[src/rtl/control_pkg.sv]
// Shared types and encodings for the multicycle MIPS-subset control path.
// No logic; no latency; no flow control.
// Enum order matches the state_o debug encoding.
package control_pkg;

    localparam int SRCB_BITS  = 3;
    localparam int ALUOP_BITS = 3;

    typedef enum logic [3:0] {
        FETCH    = 4'd0,
        DECODE   = 4'd1,
        EXEC_R   = 4'd2,
        WB_R     = 4'd3,
        EXEC_I   = 4'd4,
        WB_I     = 4'd5,
        MEM_ADDR = 4'd6,
        MEM_RD   = 4'd7,
        WB_MEM   = 4'd8,
        MEM_WR   = 4'd9,
        BRANCH   = 4'd10,
        JUMP     = 4'd11,
        TRAP     = 4'd12
    } state_t;

    typedef logic [SRCB_BITS-1:0] srcb_t;
    localparam srcb_t SRCB_REGB  = 3'd0;
    localparam srcb_t SRCB_FOUR  = 3'd1;
    localparam srcb_t SRCB_ZIMM  = 3'd2;
    localparam srcb_t SRCB_SIMM  = 3'd3;
    localparam srcb_t SRCB_FLAG  = 3'd4;
    localparam srcb_t SRCB_BOFF  = 3'd5;
    localparam srcb_t SRCB_SHAMT = 3'd6;

    typedef logic [ALUOP_BITS-1:0] aluop_t;
    localparam aluop_t ALU_ADD = 3'd0;
    localparam aluop_t ALU_SUB = 3'd1;
    localparam aluop_t ALU_AND = 3'd2;
    localparam aluop_t ALU_OR  = 3'd3;
    localparam aluop_t ALU_SLT = 3'd4;
    localparam aluop_t ALU_SLL = 3'd5;

    localparam logic [5:0] OP_RTYPE = 6'h00;
    localparam logic [5:0] OP_J     = 6'h02;
    localparam logic [5:0] OP_BEQ   = 6'h04;
    localparam logic [5:0] OP_BNE   = 6'h05;
    localparam logic [5:0] OP_ADDI  = 6'h08;
    localparam logic [5:0] OP_ANDI  = 6'h0C;
    localparam logic [5:0] OP_LW    = 6'h23;
    localparam logic [5:0] OP_SW    = 6'h2B;

    localparam logic [5:0] FN_SLL = 6'h00;
    localparam logic [5:0] FN_ADD = 6'h20;
    localparam logic [5:0] FN_SUB = 6'h22;
    localparam logic [5:0] FN_AND = 6'h24;
    localparam logic [5:0] FN_OR  = 6'h25;
    localparam logic [5:0] FN_SLT = 6'h2A;

endpackage

[src/rtl/multicycle_control_alu_decoder.sv]
// ALU operation / operand-B decode for R-type funct and ALU-immediate opcodes.
// Combinational, zero latency; no flow control.
// valid=0 flags an unsupported funct/opcode so the FSM can trap.
module alu_decoder
    import control_pkg::*;
(
    input  logic [5:0] opcode,
    input  logic [5:0] funct,
    output aluop_t     alu_op,
    output srcb_t      srcb,
    output logic       valid
);

    always_comb begin
        alu_op = ALU_ADD;
        srcb   = SRCB_REGB;
        valid  = 1'b0;
        case (opcode)
            OP_RTYPE: begin
                valid = 1'b1;
                case (funct)
                    FN_ADD:  alu_op = ALU_ADD;
                    FN_SUB:  alu_op = ALU_SUB;
                    FN_AND:  alu_op = ALU_AND;
                    FN_OR:   alu_op = ALU_OR;
                    FN_SLT:  alu_op = ALU_SLT;
                    FN_SLL: begin
                        alu_op = ALU_SLL;
                        srcb   = SRCB_SHAMT;
                    end
                    default: valid = 1'b0;
                endcase
            end
            OP_ADDI: begin
                alu_op = ALU_ADD;
                srcb   = SRCB_SIMM;
                valid  = 1'b1;
            end
            OP_ANDI: begin
                alu_op = ALU_AND;
                srcb   = SRCB_ZIMM;
                valid  = 1'b1;
            end
            default: valid = 1'b0;
        endcase
    end

endmodule

[src/rtl/multicycle_control.sv]
// Main control FSM sequencing fetch/decode/execute/writeback of the multicycle datapath.
// 3-5 cycles per instruction with zero-wait memory, +1 per memory wait cycle.
// Memory requests are held stable until mem_ready; mem_ready is ignored when no request is up.
module multicycle_control
    import control_pkg::*;
#(
    parameter int SRCB_W  = 3,
    parameter int ALUOP_W = 3
) (
    input  logic               clk,
    input  logic               reset_n,
    input  logic [5:0]         opcode,
    input  logic [5:0]         funct,
    input  logic               zero,
    input  logic               mem_ready,
    output logic               mem_req,
    output logic               mem_we,
    output logic               iord,
    output logic               ir_write,
    output logic               pc_write,
    output logic [1:0]         pc_source,
    output logic               reg_write,
    output logic               reg_dst,
    output logic               mem_to_reg,
    output logic               alu_src_a,
    output logic [SRCB_W-1:0]  alu_src_b,
    output logic [ALUOP_W-1:0] alu_op,
    output logic               illegal,
    output logic [3:0]         state_o
);

    state_t state_q, state_d;
    logic   illegal_q;
    aluop_t dec_op;
    srcb_t  dec_srcb;
    logic   dec_valid;
    srcb_t  srcb;
    aluop_t aop;

    alu_decoder u_alu_decoder (
        .opcode (opcode),
        .funct  (funct),
        .alu_op (dec_op),
        .srcb   (dec_srcb),
        .valid  (dec_valid)
    );

    always_ff @(posedge clk or negedge reset_n) begin
        if (!reset_n) begin
            state_q   <= FETCH;
            illegal_q <= 1'b0;
        end else begin
            state_q   <= state_d;
            illegal_q <= illegal_q | (state_d == TRAP);
        end
    end

    always_comb begin
        state_d = state_q;
        case (state_q)
            FETCH:    if (mem_ready) state_d = DECODE;
            DECODE: begin
                case (opcode)
                    OP_RTYPE:        state_d = EXEC_R;
                    OP_ADDI, OP_ANDI: state_d = EXEC_I;
                    OP_LW, OP_SW:    state_d = MEM_ADDR;
                    OP_BEQ, OP_BNE:  state_d = BRANCH;
                    OP_J:            state_d = JUMP;
                    default:         state_d = TRAP;
                endcase
            end
            EXEC_R:   state_d = dec_valid ? WB_R : TRAP;
            EXEC_I:   state_d = dec_valid ? WB_I : TRAP;
            MEM_ADDR: state_d = (opcode == OP_LW) ? MEM_RD : MEM_WR;
            MEM_RD:   if (mem_ready) state_d = WB_MEM;
            MEM_WR:   if (mem_ready) state_d = FETCH;
            TRAP:     state_d = TRAP;
            default:  state_d = FETCH;
        endcase
    end

    // Outputs are forced low asynchronously while reset is held.
    always_comb begin
        mem_req    = 1'b0;
        mem_we     = 1'b0;
        iord       = 1'b0;
        ir_write   = 1'b0;
        pc_write   = 1'b0;
        pc_source  = 2'd0;
        reg_write  = 1'b0;
        reg_dst    = 1'b0;
        mem_to_reg = 1'b0;
        alu_src_a  = 1'b0;
        srcb       = SRCB_REGB;
        aop        = ALU_ADD;
        if (reset_n) begin
            case (state_q)
                FETCH: begin
                    mem_req  = 1'b1;
                    srcb     = SRCB_FOUR;
                    ir_write = mem_ready;
                    pc_write = mem_ready;
                end
                DECODE:   srcb = SRCB_BOFF;
                EXEC_R, EXEC_I: begin
                    alu_src_a = 1'b1;
                    srcb      = dec_srcb;
                    aop       = dec_op;
                end
                WB_R: begin
                    reg_write = 1'b1;
                    reg_dst   = 1'b1;
                end
                WB_I:     reg_write = 1'b1;
                MEM_ADDR: begin
                    alu_src_a = 1'b1;
                    srcb      = SRCB_SIMM;
                end
                MEM_RD: begin
                    mem_req = 1'b1;
                    iord    = 1'b1;
                end
                WB_MEM: begin
                    reg_write  = 1'b1;
                    mem_to_reg = 1'b1;
                end
                MEM_WR: begin
                    mem_req = 1'b1;
                    iord    = 1'b1;
                    mem_we  = 1'b1;
                end
                BRANCH: begin
                    alu_src_a = 1'b1;
                    aop       = ALU_SUB;
                    pc_source = 2'd1;
                    pc_write  = (opcode == OP_BEQ) ? zero : ~zero;
                end
                JUMP: begin
                    pc_write  = 1'b1;
                    pc_source = 2'd2;
                end
                default: ;
            endcase
        end
    end

    assign alu_src_b = SRCB_W'(srcb);
    assign alu_op    = ALUOP_W'(aop);
    assign illegal   = illegal_q;
    assign state_o   = state_q;

endmodule

[config.mk]
export PLATFORM = sky130hd
export DESIGN_NAME = multicycle_control
export DESIGN_NICKNAME = d
export VERILOG_FILES = /design/src/rtl/control_pkg.sv /design/src/rtl/multicycle_control_alu_decoder.sv /design/src/rtl/multicycle_control.sv
export SDC_FILE = /design/constraint.sdc
export NUM_CORES = 1
export LEC_CHECK = 0
export BUFFER_PORTS_ARGS = -buffer_cell sky130_fd_sc_hd__buf_4
export CAP_MARGIN = 10
export CORE_MARGIN = 2
export CORE_UTILIZATION = 52
export CTS_BUF_LIST = sky130_fd_sc_hd__clkbuf_8
export CTS_CLUSTER_DIAMETER = 80
export CTS_CLUSTER_SIZE = 10
export DETAILED_ROUTE_END_ITERATION = 7
export PLACE_DENSITY = 0.88
export SYNTH_ARGS = -nofsm -noshare
export SYNTH_HDL_FRONTEND = slang
export SYNTH_SLANG_ARGS = --single-unit
[constraint.sdc]
create_clock -name clk -period 5 [get_ports clk]
set_input_delay 0.75 -clock clk [delete_from_list [all_inputs] [get_ports clk]]
set_output_delay 0.75 -clock clk [all_outputs]
set_load 0.05 [all_outputs]
==> results_dict.tcl, run 1 <==
set metrics [dict create \
    status "completed" \
    drt_iter0_drc 42 \
    h-tree-depth 1 \
    critPathMaxFanout 15 \
    fmax_ghz 0.314 \
    initial_core_util_pct 54.9 \
    grt_max_degree 21 \
    synth-seq-cells 5 \
    p_switching_mw 0.288 \
    p_clk_share_pct 14.1 \
    finalHoldViolCount 0 \
    cts_hold_buf 0 \
    power_frac_comb_pct 65.2 \
    hpwlAfterDp_mm 1.92 \
    worst_slew_pin_slew_ns 0.655 \
    remaining_drc_errors 0 \
    rsz0062_at_grt "false" \
    io_buffers 37 \
    area_delta_synth_final_pct 37.1 \
    grt_pass1_vias 937 \
    path_class "flip-flop to output pin" \
    crit_buf_inv 1 \
    synthCells 116 \
    intPower_mw 0.217 \
    maxCapViolCount 0 \
    relSlewSlack_pct 56.3 \
    cts_buffers 3 \
    end_kind "output pin" \
    final_common_cell "buf_4" \
    overflow 0 \
    cts_tree "yes" \
    worstPathCellList "and2_4, nor4_4, nand4_1, or4_4, a211oi_2, buf_4" \
    crit_required_ns 4.25 \
    layout-drive-gt1-share_pct 32.9 \
    synth_warnings 0 \
    fin_skew_ns 0.00285 \
    setup_viol_count_final 0 \
    synthesis.area_um2 827 \
    synth-async-reset-ratio_pct 100 \
    place_area_mm2 0.00109 \
    peakVddDrop_v 0.000464 \
    crit_path_start_kind "flip-flop" \
    num_rows 14 \
    power_density_mw_per_mm2 445 \
    cpPeakStageDelay_ns 0.52 \
    die_h_um 43.9 \
    total_leakage_power_nw 0.462 \
    die_area_mm2 0.00193 \
    grt.total_usage_pct 28.0 \
    ios 38 \
    via_per_inst 6.44 \
    clk_latency_ns 0.22 \
    place_congestion 0.918 \
    hp-class "input pin to async pin" \
    cts_resized 0 \
    synth_fp_nets 132 \
    layout_min_cycle_time_ns 3.19 \
    core_mm2 0.00151 \
    hold-worst-slack_ns 0.350 \
    antenna_cells 0 \
    wl_mm 2.47 \
    power_frac_seq_pct 20.6 \
    die_x_um 43.9 \
    fin_crit_sh_pct 63.8 \
    detail_route.first_pass.iterations 4 \
    cts_buffer_depth 2 \
    critPathTopFamily "simple AND/OR/NAND/NOR gates" \
    final_cell_mix "37 x buf_4, 16 x nor2_1, 9 x nand2b_1" \
    grt_first_pass_wirelength_mm 4.13 \
    synth_flop_cell "dfrtp_1" \
    clk_pin_slew_ns 0.04 \
    finalMaxSlewViolations 0 \
    ant_nets 0 \
    synth_edf_count 0 \
    syn_area_per_cell_um2 7.13 \
    power_mw 0.504 \
    finalSetupTns_ns 0 \
    cp.arrival_ns 2.44 \
    root_buffer "clkbuf_8" \
    nNetsFinal 166 \
    vias 1063 \
    cts_setup_buffers 0 \
    swShare_pct 57.1 \
    yosysSeqAreaShare_pct 15.1 \
    crit_path_top_delay_cell "dfrtp_1" \
    post_drt_wl_per_cell_um 15.0 \
    synthDistinctLibCells 45 \
    antenna_found_initial 0 \
    cts_sinks 5 \
    design_area_mm2 0.00113 \
]
-- synthesized netlist by cell type, types with 2 or more instances --
| cell type | n | area share, % |
|---|---|---|
| a21oi_1 | 4 | 2.4 |
| nor4bb_1 | 2 | 2.4 |
| clkbuf_1 | 5 | 2.3 |
| a2111oi_0 | 2 | 2.1 |
| dfrtp_1 | 5 | 15 |
| nor3_1 | 7 | 4.2 |
| nand2_1 | 8 | 3.6 |
| nand3b_1 | 3 | 2.7 |
| xor2_1 | 2 | 2.1 |
| nor4_1 | 4 | 3.0 |
| inv_1 | 3 | 1.4 |
| nand2b_1 | 9 | 6.8 |
| o21ai_0 | 2 | 1.2 |
| nand3_1 | 4 | 2.4 |
| a2bb2oi_1 | 2 | 2.1 |
| o32ai_1 | 3 | 3.2 |
| buf_2 | 2 | 1.2 |
| o211ai_1 | 2 | 1.8 |
| nor2_1 | 16 | 7.3 |
| or2_2 | 2 | 1.5 |
| a22oi_1 | 2 | 1.8 |
| nand4_1 | 2 | 1.5 |
| o41ai_1 | 2 | 2.1 |
| o22a_1 | 2 | 2.1 |
-- kinds of logic (layout without fill, tap and decap cells) --
group,after synthesis,in the layout,share of synthesized area [%]
AO/OA/AOI/OAI,30,30,28.1
XOR/XNOR,2,2,2.12
buffers and inverters,11,44,5.75
flip-flops,5,5,15.1
multiplexers,1,1,1.36
AND/OR/NAND/NOR,67,67,47.5
-- registers in the layout, indices dropped and copies added (netlist names) --
signal / cells
illegal: 1
state_o: 4
-- final timing paths --
kind                       depth (start not counted)  slack (ns)            to  startpoint
max in group asynchronous                          1        4.51       illegal     reset_n
max                                                6        1.81  alu_src_b[2]  state_o[2]
min                                                1        0.35    state_o[0]     reset_n
max reg2reg                                        5        3.15       illegal  state_o[0]
min in group clk                                   1        0.58       illegal     illegal
min reg2reg                                        1        0.58       illegal     illegal
-- routing by layer --
metal	vias up	track usage (%)	wire, µm
li1	517	-	-
met1	495	38.2	1030
met2	47	44.7	1200
met3	4	4.58	204
met4	0	9.09	26
met5	-	0	0
-- worst reg2reg max path, stage by stage (launching register included) --
cell	delay, ns
dfrtp_1	0.55
nand2b_1	0.26
or3b_2	0.50
o22ai_1	0.21
nor3_1	0.09
a2bb2oi_1	0.15
-- through the flow --
step / utilization, % / worst slack [ns] / instances
2_1_floorplan: - / 0.472 / 116
3_3_place_gp: 72.3 / 1.90 / 161
3_5_place_dp: 72.3 / 1.85 / 161
4_1_cts: 75.2 / 1.81 / 165
5_1_grt: 75.2 / 1.66 / 165
6_report: 75.2 / 1.81 / 165
-- power by group through the flow --
stage / logic [mW] / registers [mW] / clock network [mW]
floorplan: 0.233 / 0.105 / 0
global placement: 0.322 / 0.103 / 0
finish: 0.329 / 0.104 / 0.0712
global route: 0.352 / 0.109 / 0.0766
CTS: 0.328 / 0.103 / 0.0721
detailed placement: 0.325 / 0.104 / 0
-- final cells by class --
type                            instances  area (µm²)
Multi-Input combinational cell        100         654
Fill cell                             125         373
Timing Repair Buffer                   37         278
Sequential cell                         5         125
Clock buffer                            3        41.3
Tap cell                               16        20.0
Inverter                                3        11.3
Clock inverter                          1        3.75
Note: power is estimated with default switching activity, not from simulation.
==> run 2, diff against run 1 <==
--- a/config.mk
+++ b/config.mk
@@ -8,12 +8,12 @@
 export BUFFER_PORTS_ARGS = -buffer_cell sky130_fd_sc_hd__buf_4
 export CAP_MARGIN = 10
 export CORE_MARGIN = 2
-export CORE_UTILIZATION = 52
+export CORE_UTILIZATION = 48
 export CTS_BUF_LIST = sky130_fd_sc_hd__clkbuf_8
 export CTS_CLUSTER_DIAMETER = 80
 export CTS_CLUSTER_SIZE = 10
 export DETAILED_ROUTE_END_ITERATION = 7
-export PLACE_DENSITY = 0.88
+export PLACE_DENSITY = 0.82
 export SYNTH_ARGS = -nofsm -noshare
 export SYNTH_HDL_FRONTEND = slang
 export SYNTH_SLANG_ARGS = --single-unit
==> constraint.sdc (replaced) <==
create_clock -name clk -period 3 [get_ports clk]
set_input_delay 0.45 -clock clk [delete_from_list [all_inputs] [get_ports clk]]
set_output_delay 0.45 -clock clk [all_outputs]
set_load 0.05 [all_outputs]
==> run 2 against run 1 <==
Critical path depth is the same. Via count grew 0.85%. Wire length grew 6.1%. Count of clock-buffer cells in the layout is the same. Die area grew 7.6%. Worst hold slack lost 0.31 ns. Clock power grew 76%. Power grew 74%. Largest power group unchanged.
==> results_dict.tcl, run 2 (synthesis gave the netlist of run 1 again) <==
set metrics [dict create \
    status "completed" \
    final_cell_mix "39 x buf_4, 16 x nor2_1, 9 x nand2b_1" \
    path_class "flip-flop to output pin" \
    multi_input_area_um2 681 \
    grt.total_usage_pct 28.5 \
    crit_buf_inv 1 \
    via_per_inst 6.42 \
    hp-class "input pin to async pin" \
    die_x_um 45.5 \
    detail_route.first_pass.iterations 4 \
    place_congestion 0.883 \
    relSlewSlack_pct 69.4 \
    core_mm2 0.00156 \
    largest_reg_flops 4 \
    clk_latency_ns 0.22 \
    cts_setup_buffers 0 \
    overflow 0 \
    crit_path_top_delay_cell "dfrtp_2" \
    place_area_mm2 0.00113 \
    rsz0062_at_grt "false" \
    cts_tree "yes" \
    area_delta_synth_final_pct 42.2 \
    antenna_found_initial 0 \
    post-route-util_pct 75.4 \
    fill_cells 143 \
    cp-startpoint "state_o[2]" \
    vias 1072 \
    finalHoldViolCount 0 \
    cpPeakStageDelay_ns 0.49 \
    io_buffers 37 \
    remaining_drc_errors 0 \
    die_h_um 45.5 \
    grt_max_degree 20 \
    num_rows 14 \
    nNetsFinal 168 \
    fin_crit_sh_pct 93.8 \
    cp.arrival_ns 2.37 \
    cts_buffers 3 \
    worst_slew_pin_slew_ns 0.456 \
    cts_buffer_depth 2 \
    maxCapViolCount 0 \
    finalMaxSlewViolations 0 \
    grt_first_pass_wirelength_mm 4.34 \
    cts_sinks 5 \
    clk_pin_slew_ns 0.04 \
    root_buffer "clkbuf_8" \
    ant_nets 0 \
    grt_pass1_vias 950 \
    initial_core_util_pct 53.0 \
    design_area_mm2 0.00118 \
    setup_viol_count_final 0 \
    numPlacedInstances 163 \
    antenna_cells 0 \
    power_density_mw_per_mm2 745 \
    total_leakage_power_nw 0.472 \
    peakVddDrop_v 0.000677 \
    worstPathCellList "and2_4, nor4_4, nand4_1, or4_4, a211oi_2, buf_4" \
    hpwlAfterDp_mm 2.12 \
    die_area_mm2 0.00207 \
    layout-drive-gt1-share_pct 37.1 \
    critPathMaxFanout 15 \
    final_common_cell "buf_4" \
    instances_no_fill 167 \
    drt_iter0_drc 58 \
    h-tree-depth 1 \
    r2r_start "state_o[0]" \
    post_drt_wl_per_cell_um 15.7 \
    critPathTopFamily "simple AND/OR/NAND/NOR gates" \
    seq_area_um2 126 \
    crit_path_start_kind "flip-flop" \
    fin_skew_ns 0.0000791 \
    end_kind "output pin" \
    ios 38 \
    layout_min_cycle_time_ns 2.82 \
    crit_required_ns 2.55 \
    fmax_ghz 0.355 \
    wl_mm 2.62 \
]
[run 2: path summary, 6_finish.rpt]
path                                 to  slack (ns)  depth (start not counted)
setup / recovery           alu_src_b[2]        0.18                          6
hold / removal                  illegal        0.04                          1
setup reg to reg                illegal        1.21                          6
hold reg to reg                 illegal        0.59                          1
max in group asynchronous    state_o[2]        2.82                          1
min in group clk                illegal        0.59                          1
[run 2: routing by layer]
| layer | GRT usage, % | routed length [µm] | up-vias |
|---|---|---|---|
| li1 | - | - | 520 |
| met5 | 0 | 0 | - |
| met2 | 43.4 | 1260 | 56 |
| met4 | 6.47 | 23 | 0 |
| met3 | 4.76 | 196 | 4 |
| met1 | 41.7 | 1140 | 492 |
[run 2: final cells by class]
cell class | count | area share [%]
clock buffer | 3 | 3.51
clock inverter | 1 | 0.319
inverter | 3 | 0.957
multi-input combinational | 100 | 57.9
sequential | 5 | 10.7
tap | 16 | 1.70
timing repair buffer | 39 | 24.9
[run 2: stage by stage]
step | TNS [ns] | power [mW] | worst slack [ns] | hold slack [ns]
floorplan | -0.0874 | 0.573 | -0.0325 | 0.154
CTS | 0 | 0.872 | 0.107 | 0.0415
global placement | 0 | 0.741 | 0.423 | 0.275
detailed placement | 0 | 0.743 | 0.352 | 0.276
global route | 0 | 0.929 | 0.00938 | 0.0403
finish | 0 | 0.876 | 0.185 | 0.0403
[run 2: worst reg2reg max path: stages, from the launching register on]
cell and delay (ns):
dfrtp_1 0.40, buf_4 0.20, nand2b_1 0.17, or3b_2 0.50, o22ai_1 0.19, nor3_1 0.09
a2bb2oi_1 0.16
[run 2: where the power goes]
group          internal (mW)  switching (mW)  total [mW]
Combinational          0.206           0.418       0.625
Sequential            0.0885          0.0375       0.126
Clock                 0.0881          0.0373       0.125
Total                  0.383           0.493       0.876
[run 2: timing repair]
| item | 4_1_cts | 5_1_grt |
|---|---|---|
| gates resized for setup | 0 | 1 |
| hold buffers | 0 | 0 |
| setup endpoints to repair | 0 | 2 |
